`src/rtl/btb_update_pkg.sv`:
```
// Shared BTB definitions: predictor state encodings, way field layout, counter step.
// Used by the EX-stage updater and the IF-stage reader.
package btb_update_pkg;

  localparam logic [1:0] STRONG_NOT_TAKEN = 2'b00;
  localparam logic [1:0] WEAK_NOT_TAKEN   = 2'b01;
  localparam logic [1:0] WEAK_TAKEN       = 2'b11;
  localparam logic [1:0] STRONG_TAKEN     = 2'b10;

  localparam int BTB_SETS = 8;
  localparam int TAG_W    = 27;

  // Bit positions within one 64-bit way; way1 sits at +64 in the set.
  localparam int WAY_VALID_BIT = 63;
  localparam int WAY_TAG_MSB   = 62;
  localparam int WAY_TAG_LSB   = 36;
  localparam int WAY_TGT_MSB   = 35;
  localparam int WAY_TGT_LSB   = 4;
  localparam int WAY_ST_MSB    = 3;
  localparam int WAY_ST_LSB    = 2;
  localparam int WAY1_VALID_BIT = WAY_VALID_BIT + 64;

  typedef struct packed {
    logic             valid;
    logic [TAG_W-1:0] tag;
    logic [31:0]      target;
    logic [1:0]       state;
    logic [1:0]       rsvd;
  } btb_way_t;

  typedef struct packed {
    btb_way_t way1;
    btb_way_t way2;
  } btb_set_t;

  function automatic logic [1:0] ctr_step(input logic [1:0] st, input logic taken);
    logic [1:0] nxt;
    nxt = st;
    if (taken) begin
      case (st)
        STRONG_NOT_TAKEN: nxt = WEAK_NOT_TAKEN;
        WEAK_NOT_TAKEN:   nxt = WEAK_TAKEN;
        default:          nxt = STRONG_TAKEN;
      endcase
    end else begin
      case (st)
        STRONG_TAKEN:   nxt = WEAK_TAKEN;
        WEAK_TAKEN:     nxt = WEAK_NOT_TAKEN;
        default:        nxt = STRONG_NOT_TAKEN;
      endcase
    end
    return nxt;
  endfunction

endpackage

```
`src/rtl/btb_set_update.sv`:
```
// btb_set_update: combinational next-set computation (hit detect, counter step, victim, LRU).
// Zero latency, no flow control; do_write low means the set is left untouched.
module btb_set_update
  import btb_update_pkg::*;
#(
  parameter logic [1:0] ALLOC_STATE = WEAK_TAKEN
) (
  input  logic [127:0]     cur_set,
  input  logic [TAG_W-1:0] tag,
  input  logic [31:0]      target,
  input  logic             taken,
  input  logic             lru_bit,
  output logic [127:0]     new_set,
  output logic             new_lru,
  output logic             do_write
);

  btb_set_t cur;
  btb_set_t nxt;
  btb_way_t upd_way;
  logic     hit1;
  logic     hit2;
  logic     use_way2;

  always_comb begin
    cur      = cur_set;
    hit1     = cur.way1.valid && (cur.way1.tag == tag);
    hit2     = !hit1 && cur.way2.valid && (cur.way2.tag == tag);
    nxt      = cur;
    new_lru  = lru_bit;
    do_write = 1'b0;
    use_way2 = 1'b0;
    upd_way  = cur.way1;

    if (hit1 || hit2) begin
      use_way2      = hit2;
      upd_way       = hit2 ? cur.way2 : cur.way1;
      upd_way.state = ctr_step(upd_way.state, taken);
      upd_way.rsvd  = 2'b00;
      if (taken) begin
        upd_way.target = target;
        new_lru        = hit2;
      end
      do_write = 1'b1;
    end else if (taken) begin
      // Free way first; with both valid, evict the way that is not MRU.
      if (!cur.way1.valid)      use_way2 = 1'b0;
      else if (!cur.way2.valid) use_way2 = 1'b1;
      else                      use_way2 = !lru_bit;
      upd_way  = '{valid: 1'b1, tag: tag, target: target, state: ALLOC_STATE, rsvd: 2'b00};
      new_lru  = use_way2;
      do_write = 1'b1;
    end

    if (do_write) begin
      if (use_way2) nxt.way2 = upd_way;
      else          nxt.way1 = upd_way;
    end
    new_set = nxt;
  end

endmodule

```
`src/rtl/btb_update.sv`:
```
// btb_update: 8x2-way BTB with a two-stage update pipe (U1 read, U2 write); one update per cycle, no back-pressure.
// Define BTB_WRITE_BYPASS_EN to have read_set show the post-commit set during a commit to read_index.
module btb_update
  import btb_update_pkg::*;
#(
  parameter logic [1:0] ALLOC_STATE = WEAK_TAKEN
) (
  input  logic         clk,
  input  logic         rst,
  input  logic         update_valid,
  input  logic [31:0]  update_pc,
  input  logic [31:0]  update_target,
  input  logic         update_taken,
  input  logic         flush,
  input  logic [2:0]   read_index,
  input  logic         read_hit,
  input  logic         next_LRU_read,
  output logic [127:0] read_set,
  output logic [7:0]   LRU,
  output logic         commit_valid
);

  logic [127:0]     btb_mem [BTB_SETS];

  logic             u1_vld;
  logic [2:0]       u1_index;
  logic [TAG_W-1:0] u1_tag;
  logic [31:0]      u1_target;
  logic             u1_taken;
  logic [127:0]     u1_set;

  logic             u2_vld;
  logic [2:0]       u2_index;
  logic [TAG_W-1:0] u2_tag;
  logic [31:0]      u2_target;
  logic             u2_taken;
  logic [127:0]     u2_set;

  logic [127:0]     u2_new_set;
  logic             u2_new_lru;
  logic             u2_write;
  logic             commit;

  logic             unused_pc_bits;
  assign unused_pc_bits = ^update_pc[1:0];

  btb_set_update #(.ALLOC_STATE(ALLOC_STATE)) u_set_update (
    .cur_set  (u2_set),
    .tag      (u2_tag),
    .target   (u2_target),
    .taken    (u2_taken),
    .lru_bit  (LRU[u2_index]),
    .new_set  (u2_new_set),
    .new_lru  (u2_new_lru),
    .do_write (u2_write)
  );

  assign commit       = u2_vld && u2_write && !flush;
  assign commit_valid = commit;

  // U1 must see the set U2 is about to write, otherwise back-to-back updates lose a step.
  assign u1_set = (commit && (u2_index == u1_index)) ? u2_new_set : btb_mem[u1_index];

  always_comb begin
    read_set = btb_mem[read_index];
`ifdef BTB_WRITE_BYPASS_EN
    if (commit && (u2_index == read_index)) read_set = u2_new_set;
`endif
    if (rst) read_set = '0;
  end

  always_ff @(posedge clk or posedge rst) begin
    if (rst) begin
      u1_vld    <= 1'b0;
      u1_index  <= '0;
      u1_tag    <= '0;
      u1_target <= '0;
      u1_taken  <= 1'b0;
      u2_vld    <= 1'b0;
      u2_index  <= '0;
      u2_tag    <= '0;
      u2_target <= '0;
      u2_taken  <= 1'b0;
      u2_set    <= '0;
    end else begin
      u1_vld    <= update_valid && !flush;
      u1_index  <= update_pc[4:2];
      u1_tag    <= update_pc[31:5];
      u1_target <= update_target;
      u1_taken  <= update_taken;
      u2_vld    <= u1_vld && !flush;
      u2_index  <= u1_index;
      u2_tag    <= u1_tag;
      u2_target <= u1_target;
      u2_taken  <= u1_taken;
      u2_set    <= u1_set;
    end
  end

  always_ff @(posedge clk or posedge rst) begin
    if (rst) begin
      for (int i = 0; i < BTB_SETS; i++) btb_mem[i] <= '0;
    end else if (flush) begin
      for (int i = 0; i < BTB_SETS; i++) begin
        btb_mem[i][WAY1_VALID_BIT] <= 1'b0;
        btb_mem[i][WAY_VALID_BIT]  <= 1'b0;
      end
    end else if (commit) begin
      btb_mem[u2_index] <= u2_new_set;
    end
  end

  // The commit write is last so it overrides an IF-stage write to the same set.
  always_ff @(posedge clk or posedge rst) begin
    if (rst) begin
      LRU <= '0;
    end else if (flush) begin
      LRU <= '0;
    end else begin
      if (read_hit) LRU[read_index] <= next_LRU_read;
      if (commit)   LRU[u2_index]   <= u2_new_lru;
    end
  end

endmodule

```
`config.mk`:
```
export PLATFORM = sky130hd
export DESIGN_NAME = btb_update
export DESIGN_NICKNAME = d
export VERILOG_FILES = /design/src/rtl/btb_update_pkg.sv /design/src/rtl/btb_set_update.sv /design/src/rtl/btb_update.sv
export SDC_FILE = /design/constraint.sdc
export NUM_CORES = 2
export LEC_CHECK = 0
export BUFFER_PORTS_ARGS = -buffer_cell sky130_fd_sc_hd__buf_2
export CORE_UTILIZATION = 30
export DETAILED_ROUTE_END_ITERATION = 16
export HOLD_SLACK_MARGIN = 0.12
export RECOVER_POWER = 50
export SLEW_MARGIN = 10
export SYNTH_ARGS = -nofsm -noshare
export SYNTH_HDL_FRONTEND = slang
export SYNTH_SLANG_ARGS = --single-unit
```
`constraint.sdc`:
```
create_clock -name clk -period 94.4 [get_ports clk]
set_clock_uncertainty 0.1 [all_clocks]
set_input_delay 9.44 -clock clk [delete_from_list [all_inputs] [get_ports clk]]
set_output_delay 9.44 -clock clk [all_outputs]
set_load 0.01 [all_outputs]
```
# ---- Word-level counts from Yosys, hierarchy flattened
# Index checks and enable logic that the tools add are counted.
dict set report op_classes {
  order_cmp 8
  eq_ne 6
  n_mux 59
  bitwise_logic 4
  reduce_logical 18
}
# op count
set op_table {}
lappend op_table {{bitwise mux 1024 bit} 1}
lappend op_table {{2-to-1 mux 1024 bit} 1}
lappend op_table {{2-to-1 mux 128 bit} 8}
lappend op_table {{binary-select mux 128 bit (select 3 bit)} 2}
lappend op_table {{demux 128 bit (select 3 bit)} 1}
lappend op_table {{2-to-1 mux 64 bit} 5}
lappend op_table {{== test 27 bit} 2}
lappend op_table {{2-to-1 mux 32 bit} 1}
lappend op_table {{2-to-1 mux 8 bit} 4}
lappend op_table {{2-to-1 mux 1 bit} 28}
lappend op_table {{bitwise mux 8 bit} 2}
lappend op_table {{>= comparator 4 bit, second input constant} 3}
lappend op_table {{inverter 3 -> 4 bit} 3}
lappend op_table {{logical AND 1 bit} 11}
lappend op_table {{less-than comparator 3 x 4 -> 1 bit, second input constant} 2}
lappend op_table {{one-hot mux 2 bit (2 select lines)} 2}
lappend op_table {{demux 1 bit (select 3 bit)} 2}
lappend op_table {{>= comparator 3 x 1 -> 1 bit, second input constant} 2}
lappend op_table {{== test 2 bit, second input constant} 2}
lappend op_table {{less-than comparator 4 x 1 -> 1 bit, second input constant} 1}
lappend op_table {{binary-select mux 1 bit (select 3 bit)} 1}
lappend op_table {{== test 3 bit} 1}
lappend op_table {{zero test 1 bit} 3}
lappend op_table {{== test 2 x 1 -> 1 bit, second input constant} 1}
lappend op_table {{other kinds (6)} 6}
dict set report totals {
  ff_bits 1288
  out_inout_bits 137
  wordCells 123
}

# ---- Depth between registers and ports, before layout
dict set report logic_depth {
  depth_word 15
  depth_mapped 12
  depth_no_buf 7
}

# ---- Modules after synthesis
# Synthesis repeated with hierarchy kept, for this count alone.
dict set report unflattened {
  hier_cells 3928
  area_unflattened_um2 64964.8
}
# module instances cells_per_inst area_each_um2 seq_area_each_um2
set by_module_without_submodules {}
lappend by_module_without_submodules {btb_update 1 3697 62366.1 32230.9}
lappend by_module_without_submodules {btb_set_update 1 231 2598.7 0.0}

# ---- Least setup slack after synthesis
# OpenSTA, ideal clock, no wires.
dict set report synth_path {
  path_kind {input to output}
  start {in read_index[0]}
  end {out read_set[100]}
  t_arrival_ps 11326
  setup_slack_ps 73534
  path_stages 7
  path_buffers 4
  cell_sequence {clkbuf_1 > buf_1 > clkbuf_1 > buf_1 > mux4_2 > mux2i_1 > nor2_1}
}
dict set report synth_between {
  elab_chain_len 5
}
# item line_no
set synth_rtl {}
lappend synth_rtl {{from (decl)} btb_update.sv:15} ;# input logic [2:0] read_index,
lappend synth_rtl {{inverter 3 -> 4 bit (not written as such)} btb_update.sv:65} ;# read_set = btb_mem[read_index];
lappend synth_rtl {{binary-select mux 128 bit (select 3 bit)} btb_update.sv:65}
lappend synth_rtl {{2-to-1 mux 128 bit (not written as such) (2 in a row)} btb_update.sv:65}
lappend synth_rtl {{2-to-1 mux 128 bit} btb_update.sv:69} ;# if (rst) read_set = '0;
lappend synth_rtl {{to (decl)} btb_update.sv:18} ;# output logic [127:0] read_set,
# Every way passes these cells. The select of a mux whose other input is x is not followed.

# ---- Worst setup path in the final report
dict set report layout_path {
  start {in rst}
  end {out read_set[69]}
}
dict set report layout_between {
  elab_chain_len 1
}
# item line_no
set layout_rtl {}
lappend layout_rtl {{from (decl)} btb_update.sv:9} ;# input logic rst,
lappend layout_rtl {{2-to-1 mux 128 bit} btb_update.sv:69}
# Every way passes these cells.

==> run_results.csv <==
group,metric,value,unit
clocking,root_buffer,"sky130_fd_sc_hd__clkbuf_16",
floorplan,rows,167,
drt,wire_per_inst,22.7,µm
logic_synthesis,synthesis.area_per_instance,11.7,µm²
clocking,clk_pin_slew,60,ps
layout,combined_area_of_the_multi_input_logic_cells,28500,µm²
drt,drt_first_iter_violations,3959,
logic_synthesis,yosys_most_used_dff,"sky130_fd_sc_hd__dfrtp_1",
global_routing,grt_start_max_net_pins,157,
setup_path,r2r_setup_slack,85300,ps
layout,final_layout_fill_cell_count,20500,
global_routing,via_count_of_the_first_global_routing_pass,44300,
floorplan,die_y,459,µm
clocking,max-clock-path-buffers,3,
logic_synthesis,post_synth_instance_area,62600,µm²
timing,setup_violations,0,
layout,total_nets_final,5353,
setup_path,crit_fanout,54,
clocking,clock_sinks,1288,
setup_path,crit_path_top_delay_cell,"sky130_fd_sc_hd__clkbuf_1",
placement,dp_hpwl,109000,µm
layout,area_growth,11.5,%
clocking,clk_latency,740,ps
layout,layout.area.seq,32200,µm²
placement,numPlacedInstances,7944,
setup_path,path_cells,"clkbuf_1 > buf_4 > nor2_1 > buf_2",
clocking,number_of_buffers_added_by_the_clock_tree_synthesis_step,121,
timing,timing_hold_violations_final,0,
global_routing,grt_first_pass_wirelength,285000,µm
timing,fmax,0.0422,GHz
floorplan,design.die.area,211000,µm²
power_and_ir_drop,cellPowerDensity,18.6,nW/µm²
global_routing,grt_antenna_before_repair,14,
setup_path,timing.critical_path.buf_inv,3,
setup_path,r2r-end,"btb_mem[837]",
power_and_ir_drop,power.ir.vdd_worst,0.0180,mV
timing,setup_tns,0,ps
drt,routed_via_density,5.37,
worst_hold_path,timing.hold.worst_path_depth,0,
floorplan,design.portCount,211,
status,failing_checks,"max-capacitance violations, max-slew violations",
status,outcome,"finished, violations left",
clocking,tritoncts_clock_tree,"done",
worst_hold_path,worst_hold_startpoint,"u1_tag[15]",
drt,drt_pre_antenna_iters,8,
setup_path,worst-endpoint-arrival,14170,ps
logic_synthesis,number_of_cells_produced_by_synthesis,5343,
drt,detail_route.drc_violations,0,
logic_synthesis,mappedNetlistNets,5417,
floorplan,initial_utilization,0.302,
placement,gp_congestion,0.816,
setup_path,startpoint_type,"input pin",
drt,drt.antenna.violating_nets,0,
floorplan,placeableCoreArea,207000,µm²
setup_path,criticalPathCategory,"in2out",
drt,vias,43900,
global_routing,overflow,0,
clocking,ctsHoldBuffers,0,
layout,final-instance-count-excl-fill,8177,
setup_path,cp_data_required_time,84860,ps
layout,post_route_cells_drive_above_1_share,0.189,
job,cap_viol_max_count,36,
logic_synthesis,ys_seq_elements,1288,
global_routing,global_route.usage.total,0.176,
setup_path,critPathTopFamily,"buffers and inverters",
drt,detail_route.wirelength,186000,µm
timing,rsz0062_at_grt,"no",
timing,slew-limit-headroom,-4.14,
setup_path,ff2ff_path_depth,7,
setup_path,r2r-start,"u2_tag[0]",
placement,io_port_bufs,208,
logic_synthesis,ys_async_sr_fraction,1.00,
logic_synthesis,number_of_warnings_printed_during_yosys_synthesis,0,
clocking,postCtsSetupBuffers,0,
timing,worst_slew_pin_slew,7710,ps
setup_path,setup.worst_path.end_class,"output port",
clocking,htreeDepth,3,
layout,finish.utilization,0.337,
logic_synthesis,number_of_enable_flip_flop_cells_after_synthesis,0,
setup_path,cpPeakStageDelay,3010,ps
clocking,count_of_instances_resized_after_the_clock_tree_is_built,0,
worst_hold_path,holdCritPathClass,"reg2reg",
worst_hold_path,worst_hold_endpoint,"u2_tag[15]",
timing,post-route-period-util,0.251,
logic_synthesis,synth.distinct_cells,61,
timing,finalCriticalPeriod,23710,ps
timing,slew_violations,2392,
power_and_ir_drop,power_leakage,29.4,nW
floorplan,die-width,459,µm
logic_synthesis,post_synthesis_sequential_area_ratio,0.515,
## synthesized netlist by cell type (2+ instances only)
library cell	instances	area, µm²
sky130_fd_sc_hd__xor2_1	24	210
sky130_fd_sc_hd__buf_4	9	67.6
sky130_fd_sc_hd__o22ai_1	7	43.8
sky130_fd_sc_hd__buf_1	72	270
sky130_fd_sc_hd__mux2_2	8	90.1
sky130_fd_sc_hd__a211oi_1	128	961
sky130_fd_sc_hd__nor2_1	663	2490
sky130_fd_sc_hd__nand4b_1	2	17.5
sky130_fd_sc_hd__nand3_1	39	195
sky130_fd_sc_hd__nor4_1	10	62.6
sky130_fd_sc_hd__a21o_1	2	15.0
sky130_fd_sc_hd__nand4_1	19	119
sky130_fd_sc_hd__mux2i_4	25	563
sky130_fd_sc_hd__nand3_2	5	50.1
sky130_fd_sc_hd__dfrtp_1	1288	32200
sky130_fd_sc_hd__buf_2	71	355
sky130_fd_sc_hd__or2_2	5	31.3
sky130_fd_sc_hd__clkbuf_1	305	1140
sky130_fd_sc_hd__o21ai_0	264	1320
sky130_fd_sc_hd__nor3b_1	3	22.5
sky130_fd_sc_hd__buf_8	2	30.0
sky130_fd_sc_hd__o211a_2	2	20.0
sky130_fd_sc_hd__or3_1	4	25.0
sky130_fd_sc_hd__inv_1	3	11.3
sky130_fd_sc_hd__nand3b_1	4	30.0
sky130_fd_sc_hd__and3_1	8	50.1
sky130_fd_sc_hd__nor2b_1	135	845
sky130_fd_sc_hd__nor3_1	8	40.0
sky130_fd_sc_hd__a31oi_1	291	1820
sky130_fd_sc_hd__nand2b_1	34	213
sky130_fd_sc_hd__mux4_2	512	11500
sky130_fd_sc_hd__buf_6	5	56.3
sky130_fd_sc_hd__o21ai_1	259	1300
sky130_fd_sc_hd__mux2i_2	31	427
sky130_fd_sc_hd__a21oi_1	363	1820
sky130_fd_sc_hd__nand2_1	498	1870
sky130_fd_sc_hd__xnor2_1	34	298
sky130_fd_sc_hd__o2bb2ai_1	3	26.3
sky130_fd_sc_hd__mux2i_1	176	1760
## how the worst max path moves through the flow
stage | startpoint | to | slack, ps | cells past startpoint
floorplan | rst | LRU[0] | 48260 | 3
global placement | read_index[2] | read_set[107] | 71670 | 7
detailed placement | read_index[2] | read_set[107] | 71640 | 7
CTS | read_index[2] | read_set[107] | 71640 | 7
global route | rst | u1_index[1] | 70080 | 6
finish | rst | read_set[69] | 70690 | 4
## kinds of logic after synthesis
| group | count (synthesis) | synth area share |
|---|---|---|
| AND/OR/NAND/NOR | 1446 | 0.0981 |
| AO/OA/AOI/OAI | 1331 | 0.119 |
| XOR/XNOR | 58 | 0.00811 |
| buffers and inverters | 468 | 0.0310 |
| multiplexers | 752 | 0.229 |
| flip-flops | 1288 | 0.515 |
## state kept, by name (all words and copies together) (netlist names)
name	flops
LRU	8
u1_index	3
u2_taken	1
u1_taken	1
u2_tag	27
u1_vld	1
btb_mem	1024
u2_set	128
u1_target	32
u2_vld	1
u2_index	3
u1_tag	27
u2_target	32
## per-layer routing
metal	wire length [µm]	global-route usage
met5	0	0
met4	7060	0.0692
met3	10600	0.0235
met2	89800	0.292
met1	78400	0.233
## report_power, final
group / internal (W) / total, W / switching (W)
clock network: 0.000289 / 0.000507 / 0.000218
logic: 0.0000744 / 0.000161 / 0.0000862
registers: 0.000595 / 0.000630 / 0.0000350
total: 0.000958 / 0.00130 / 0.000339
## per-stage QoR
stage,hold WS [ps],setup slack (ps),area (µm²),total power [W]
after floorplan,231,48260,62600,0.000753
after global placement,232,71670,66000,0.000796
after detailed placement,235,71640,66000,0.000802
after CTS,242,71640,70100,0.00131
after global routing,250,70080,69900,0.00135
final,236,70690,69900,0.00130
## final cells by class
cell class / instances / area share
tap: 2788 / 0.0499
inverter: 4 / 0.000233
clock buffer: 179 / 0.0512
antenna: 9 / 0.000322
clock inverter: 45 / 0.00734
sequential: 1288 / 0.462
multi-input combinational: 3587 / 0.408
timing repair buffer: 277 / 0.0217
## worst register-to-register path, delay by kind of cell, from the launching register on
family                    cells  cell delay [ps]
and+or+nand+nor               3             1480
AOI/OAI and AO/OA             2              820
DFF                           1              770
xor gates and xnor gates      1              200
buffers and inverters         1             5340
## placed cells by master (no fill, tap or decap), types with 8 or more instances in the layout
cell	n
sky130_fd_sc_hd__a31oi_1	291
sky130_fd_sc_hd__xor2_1	24
sky130_fd_sc_hd__diode_2	9
sky130_fd_sc_hd__a211oi_1	128
sky130_fd_sc_hd__mux2_2	8
sky130_fd_sc_hd__o21ai_0	419
sky130_fd_sc_hd__xnor2_1	34
sky130_fd_sc_hd__nor2_1	663
sky130_fd_sc_hd__mux2i_1	176
sky130_fd_sc_hd__o21ai_1	104
sky130_fd_sc_hd__nand3_1	39
sky130_fd_sc_hd__clkbuf_16	122
sky130_fd_sc_hd__nor2b_1	135
sky130_fd_sc_hd__nor3_1	8
sky130_fd_sc_hd__nand4_1	19
sky130_fd_sc_hd__clkbuf_8	31
sky130_fd_sc_hd__and3_1	8
sky130_fd_sc_hd__bufinv_16	10
sky130_fd_sc_hd__buf_4	44
sky130_fd_sc_hd__mux2i_2	31
sky130_fd_sc_hd__mux2i_4	25
sky130_fd_sc_hd__nand2b_1	34
sky130_fd_sc_hd__dfrtp_1	1284
sky130_fd_sc_hd__clkbuf_1	85
sky130_fd_sc_hd__a21oi_1	363
sky130_fd_sc_hd__clkinv_2	25
sky130_fd_sc_hd__mux4_2	512
sky130_fd_sc_hd__buf_2	167
sky130_fd_sc_hd__nand2_1	498
sky130_fd_sc_hd__nor4_1	10
No activity file was read; power rests on OpenSTA's default activity.
